===== src/rtl/button_debouncer_if.sv =====
// Signal bundle between a raw push-button pin and its debounced outputs.
// The master side drives the pin. The slave side (the debouncer) drives the clean level, the pulses and busy.
interface button_debouncer_if;
  logic button_raw;
  logic button_level;
  logic press_pulse;
  logic release_pulse;
  logic busy;

  modport master (
    output button_raw,
    input  button_level,
    input  press_pulse,
    input  release_pulse,
    input  busy
  );

  modport slave (
    input  button_raw,
    output button_level,
    output press_pulse,
    output release_pulse,
    output busy
  );
endinterface


===== src/rtl/button_debouncer.sv =====
// Debounces one bouncy push-button into a clean level plus single-cycle press/release pulses.
// Every bounce seen during a timing window aborts that window, and the next candidate is timed from zero.
module button_debouncer #(
  parameter int DEBOUNCE_CYCLES = 30000000,
  parameter int CNT_WIDTH       = 26
) (
  input logic             clock,
  input logic             reset,
  button_debouncer_if.slave bus
);

  typedef enum logic [1:0] {IDLE, PRESS_WAIT, HELD, RELEASE_WAIT} state_t;

  localparam logic [CNT_WIDTH-1:0] CNT_LAST = CNT_WIDTH'(DEBOUNCE_CYCLES - 1);

  state_t               state;
  logic [CNT_WIDTH-1:0] cnt;
  logic                 sync1;
  logic                 sync2;
  logic                 level;
  logic                 press;
  logic                 release_q;

  always_ff @(posedge clock or posedge reset) begin
    if (reset) begin
      sync1 <= 1'b0;
      sync2 <= 1'b0;
    end else begin
      sync1 <= bus.button_raw;
      sync2 <= sync1;
    end
  end

  // The count is exact-equality compared, so it stops at DEBOUNCE_CYCLES-1 and never wraps.
  always_ff @(posedge clock or posedge reset) begin
    if (reset) begin
      state     <= IDLE;
      cnt       <= '0;
      level     <= 1'b0;
      press     <= 1'b0;
      release_q <= 1'b0;
    end else begin
      press     <= 1'b0;
      release_q <= 1'b0;
      case (state)
        IDLE: begin
          if (sync2) begin
            state <= PRESS_WAIT;
            cnt   <= '0;
          end
        end
        PRESS_WAIT: begin
          if (!sync2) begin
            state <= IDLE;
            cnt   <= '0;
          end else if (cnt == CNT_LAST) begin
            state <= HELD;
            cnt   <= '0;
            level <= 1'b1;
            press <= 1'b1;
          end else begin
            cnt <= cnt + 1'b1;
          end
        end
        HELD: begin
          if (!sync2) begin
            state <= RELEASE_WAIT;
            cnt   <= '0;
          end
        end
        RELEASE_WAIT: begin
          if (sync2) begin
            state <= HELD;
            cnt   <= '0;
          end else if (cnt == CNT_LAST) begin
            state     <= IDLE;
            cnt       <= '0;
            level     <= 1'b0;
            release_q <= 1'b1;
          end else begin
            cnt <= cnt + 1'b1;
          end
        end
        default: begin
          state <= IDLE;
          cnt   <= '0;
        end
      endcase
    end
  end

  assign bus.button_level  = level;
  assign bus.press_pulse   = press;
  assign bus.release_pulse = release_q;
  assign bus.busy          = (state == PRESS_WAIT) || (state == RELEASE_WAIT);

endmodule


===== src/flat_wrapper.sv =====
// flat-port wrapper written by rule: the top's interface ports become plain ports
module button_debouncer_flat 
#(
  parameter int DEBOUNCE_CYCLES = 30000000,
  parameter int CNT_WIDTH       = 26
)
  (clock, reset, bus_button_raw, bus_button_level, bus_press_pulse, bus_release_pulse, bus_busy);
  button_debouncer_if bus_i ();
  input logic clock;
  input logic reset;
  input wire logic [$bits(bus_i.button_raw)-1:0] bus_button_raw;
  output wire logic [$bits(bus_i.button_level)-1:0] bus_button_level;
  output wire logic [$bits(bus_i.press_pulse)-1:0] bus_press_pulse;
  output wire logic [$bits(bus_i.release_pulse)-1:0] bus_release_pulse;
  output wire logic [$bits(bus_i.busy)-1:0] bus_busy;
  assign bus_i.button_raw = bus_button_raw;
  assign bus_button_level = bus_i.button_level;
  assign bus_press_pulse = bus_i.press_pulse;
  assign bus_release_pulse = bus_i.release_pulse;
  assign bus_busy = bus_i.busy;
  button_debouncer #(.DEBOUNCE_CYCLES(DEBOUNCE_CYCLES), .CNT_WIDTH(CNT_WIDTH)) u_core (.clock(clock), .reset(reset), .bus(bus_i));
endmodule

===== config.mk =====
export PLATFORM = sky130hd
export DESIGN_NAME = button_debouncer_flat
export DESIGN_NICKNAME = d
export VERILOG_FILES = /design/src/rtl/button_debouncer_if.sv /design/src/rtl/button_debouncer.sv /design/src/flat_wrapper.sv
export SDC_FILE = /design/constraint.sdc
export NUM_CORES = 1
export LEC_CHECK = 0
export CAP_MARGIN = 20
export CORE_MARGIN = 3
export CORE_UTILIZATION = 45
export DETAILED_ROUTE_END_ITERATION = 10
export SLEW_MARGIN = 20
export SYNTH_ARGS = -nofsm -noshare
export SYNTH_HDL_FRONTEND = slang
export SYNTH_SLANG_ARGS = --single-unit

===== constraint.sdc =====
create_clock -name clock -period 3.65 [get_ports clock]
set_input_delay 0.73 -clock clock [delete_from_list [all_inputs] [get_ports clock]]
set_output_delay 0.73 -clock clock [all_outputs]
set_load 0.005 [all_outputs]

==> impl_summary.txt <==
----------------------------------------------------
[Die]
  Height of the chip ... between 60 and 70 µm
  Starting density of the core ... 48.32%
  I/O pins ... 7
  Placeable core region ... 0.003799 mm²
  Placement Rows ... 22
  Chip width ... 69.87 µm
  Total Die Area ... 0.004881 mm²

[Yosys]
  Cell taking the most area after synthesis ... sky130_fd_sc_hd__dfrtp_1
  Syn avg cell area ... 9.270 µm²
  #FFs+latches synth ... 33
  Most frequent cell after synthesis ... sky130_fd_sc_hd__dfrtp_1
  Main combinational cell family by area after synthesis ... simple AND/OR/NAND/NOR gates
  Post-Synthesis Net Count ... 202
  Unique masters post-synth ... 47
  Number of enable-type register cells in the synthesized netlist ... 0
  Portion of synthesized cell area occupied by the leading cell type ... 44.99%
  Synth Warn # ... 0
  Post-synthesis xor/xnor area fraction ... 3.817%
  Flip-flop cell with the highest count after synthesis ... sky130_fd_sc_hd__dfrtp_1
  Number of standard cells after synthesis ... 198
  Synth Area in Compound Gates ... roughly 18%
  Proportion of synthesized chip area in sequential cells ... 44.99%
  Post-synthesis mux area share ... 2.249%
  Adder and majority gate portion of the synthesized area ... 0.6817%
  Synthesized-area fraction occupied by and/or/nand/nor cells ... 26.38%
  Cell area after synthesis ... 0.001836 mm²
  Main area contributors after synthesis ... sky130_fd_sc_hd__dfrtp_1 45%, sky130_fd_sc_hd__nand2_1 5.3%, sky130_fd_sc_hd__a31oi_1 4.4%
  Share of flip-flops with an asynchronous set or reset after synthesis ... 100.0%
  Leading post-synthesis cells by instance count ... 33 x sky130_fd_sc_hd__dfrtp_1, 26 x sky130_fd_sc_hd__nand2_1, 13 x sky130_fd_sc_hd__a31oi_1

[Timing]
  Relative max-transition margin ... 39.39%
  Final-report max-slew violation count ... 0
  Unrepaired setup endpoints after global routing ... no
  Clock Skew ... about 0.007 ns
  Post-layout min period ... ~2.4 ns
  Count of endpoints failing setup in the final report ... 0
  Final-report hold violation count ... 0
  Final critical-path share of the clock period ... 66.90%
  Measured slew at the worst slew-check pin ... 0.9058 ns
  Achievable clock frequency ... between 400 and 500 MHz
  Least setup slack across all paths after layout ... 1.208 ns
  Final setup TNS ... 0 ns

[Power]
  Net switching share of the total power ... 22.97%
  Static leakage power ... between 0.8 and 0.9 nW
  Combinational Power Share ... ~5.5%
  VDD IR max ... 0.2009 mV
  Power per cell area ... 343.7 mW/mm²
  Internal power component ... 0.0005304 W
  Switching power of the nets ... 0.0001581 W
  Proportion of power drawn by flip-flops and latches ... 54.3%
  Power share of the clock group ... 40.1%

[Clock tree]
  TritonCTS Buffers ... 5
  Hold-fix buffer count after cts ... 0
  Clock Pin Slew Worst Setup and Hold Paths ... approximately 0.07 ns
  Root buffer cell ... sky130_fd_sc_hd__clkbuf_8
  PostCTS Resize Cnt ... 0
  Largest buffer count on any clock path ... 2
  Setup Fix Bufs, Post-CTS ... 0
  Clock latency at the later pin of the worst-skew pair ... 0.28 ns
  Count of clock tree sinks ... 33
  H-Tree Depth ... 2
  TritonCTS clock tree ... built

[Drt]
  Vias per cell ... 6.124
  Number of nets with antenna violations after detailed routing ... 0
  Routed Wire Length ... 3936 µm
  Residual DRC ... 0
  Vias ... approximately 1500
  Iteration-0 DRC count of the detailed router ... roughly 110
  Final routed wire length divided by cell count ... ~16 µm
  Drt pass-1 iters ... 4

[GRT]
  Global routing usage on met1 ... 24.01%
  Total routing usage reported by global routing ... 17.25%
  Number of global-route vias before repair ... roughly 1400
  Met3 Usage GRT ... between 3 and 4%
  GR peak layer ... met2
  Antenna violations before repair ... 0
  Met2 Use GR ... 26.65%
  Largest net degree at the start of global routing ... 34
  Total grt overflow ... 0
  Global-route wire length before repair ... 6865 µm

[Final layout]
  Final #Nets ... 206
  Growth of design area from synthesis to finish ... 9.134%
  Final design utilization ... between 50% and 60%
  Cell area after layout ... 0.002003 mm²
  Ratio of cells with drive above 1 in the final layout ... 7.426%
  Non-filler instance count after layout ... 250
  Diode count ... 0

[Critical path]
  Signal arrival time at the worst endpoint ... 2.61 ns
  Worst Setup End Kind ... flip-flop
  Endpoint required time on the critical path ... about 3.8 ns
  Type of element launching the critical path ... flip-flop
  Largest fanout on the critical path ... 13
  Type of the setup path with the least slack ... flip-flop to flip-flop

[Run status]
  Outcome ... finished clean

[Job]
  # Max-Cap Violations ... 0

[Placed design]
  Final weighted congestion in routability-driven placement ... 0.8289
  Detailed Place HPWL ... approximately 2700 µm
  I/O Buffers ... 6
  DP Worst Slack ... approximately 1.3 ns
  Placement Cell Area ... 0.001909 mm²
  Placed cell count ... 243

[Hold path]
  Hold Path Class ... flip-flop to flip-flop

----------------------------------------------------
[registers in the layout, summed over array words and instances (netlist names), named ones only]
name	count
u_core.state	1
u_core.cnt	26
u_core.bus.release_pulse	1
u_core.sync2	1
u_core.bus.button_level	1
u_core.sync1	1
u_core.bus.press_pulse	1
[through the flow]
stage / hold WS [ns] / power (W)
final: 0.3496 / 0.0006885
after global routing: 0.3702 / 0.0007147
after detailed placement: 0.3385 / 0.0004189
after global placement: 0.3336 / 0.0004177
after floorplan: 0.3312 / 0.0004078
after CTS: 0.3525 / 0.0006928
[critical path: stages (launching register included)]
cell and delay [ns]:
sky130_fd_sc_hd__dfrtp_1 0.47, sky130_fd_sc_hd__or4_1 0.60, sky130_fd_sc_hd__nor4_4 0.35, sky130_fd_sc_hd__a21o_1 0.46, sky130_fd_sc_hd__o21ai_0 0.17, sky130_fd_sc_hd__a22o_1 0.26
[cells by family (layout without fill, tap and decap cells)]
family                   count (synthesis)  in the layout
adder cells (fa/ha/maj)                  1              1
AO/OA/AOI/OAI                           50             50
multiplexers                             4              4
AND/OR/NAND/NOR                         85             85
flip-flops                              33             33
buffers and inverters                   17             21
XOR/XNOR                                 8              8
[layout by cell type, fill, tap and decap left out, types with 2 or more instances in the layout]
cell,synthesis,routed
sky130_fd_sc_hd__dfrtp_1,33,33
sky130_fd_sc_hd__nand2_1,26,26
sky130_fd_sc_hd__a31oi_1,13,13
sky130_fd_sc_hd__nand3_1,11,11
sky130_fd_sc_hd__o21ai_0,9,9
sky130_fd_sc_hd__a21oi_1,9,9
sky130_fd_sc_hd__nor3_1,9,9
sky130_fd_sc_hd__nor2_1,8,8
sky130_fd_sc_hd__inv_1,7,7
sky130_fd_sc_hd__nand4_1,6,6
sky130_fd_sc_hd__clkbuf_8,0,6
sky130_fd_sc_hd__clkdlybuf4s50_1,0,6
sky130_fd_sc_hd__xor2_1,5,5
sky130_fd_sc_hd__or4_1,4,4
sky130_fd_sc_hd__and4_1,4,4
sky130_fd_sc_hd__xnor2_1,3,3
sky130_fd_sc_hd__a21o_1,3,3
sky130_fd_sc_hd__a22o_1,3,3
sky130_fd_sc_hd__mux2i_1,3,3
sky130_fd_sc_hd__and2_1,2,2
sky130_fd_sc_hd__o22ai_1,2,2
sky130_fd_sc_hd__nand2b_1,2,2
sky130_fd_sc_hd__a41oi_1,2,2
sky130_fd_sc_hd__nor4_1,2,2
sky130_fd_sc_hd__o21bai_1,2,2
[power by group through the flow]
stage | Clock, W | Combinational, W | Sequential [W]
2_1_floorplan | 0 | 0.0000291 | 0.000379
3_3_place_gp | 0 | 0.0000373 | 0.000380
3_5_place_dp | 0 | 0.0000382 | 0.000381
4_1_cts | 0.000281 | 0.0000382 | 0.000374
5_1_grt | 0.000297 | 0.0000432 | 0.000374
6_report | 0.000276 | 0.0000380 | 0.000374
[cell type report]
cell class	instances	area [µm²]
Clock buffer	7	86.33
Fill cell	341	1795
Inverter	7	26.28
Multi-Input combinational cell	148	937.1
Sequential cell	33	825.8
Tap cell	48	60.06
Timing Repair Buffer	7	67.56
[metal layers]
metal,part of all wire [%],up-vias
li1,-,739
met1,48,749
met2,47,34
met3,4.3,9
met4,1.3,0
met5,0,-
[worst paths after layout]
check	from	endpoint	slack (ns)	cells past startpoint
max	u_core.cnt[7]$_DFFE_PP0P_	u_core.cnt[18]$_DFFE_PP0P_	1.21	5
min	u_core.sync1$_DFF_PP0_	u_core.sync2$_DFF_PP0_	0.35	0
max reg2reg	u_core.cnt[7]$_DFFE_PP0P_	u_core.cnt[18]$_DFFE_PP0P_	1.21	5
min reg2reg	u_core.sync1$_DFF_PP0_	u_core.sync2$_DFF_PP0_	0.35	0
max in group asynchronous	reset	u_core.bus.release_pulse$_DFF_PP0_	2.51	3
min in group asynchronous	reset	u_core.state[0]$_DFFE_PP0P_	0.84	3
Note: power is estimated with default switching activity, not from simulation.
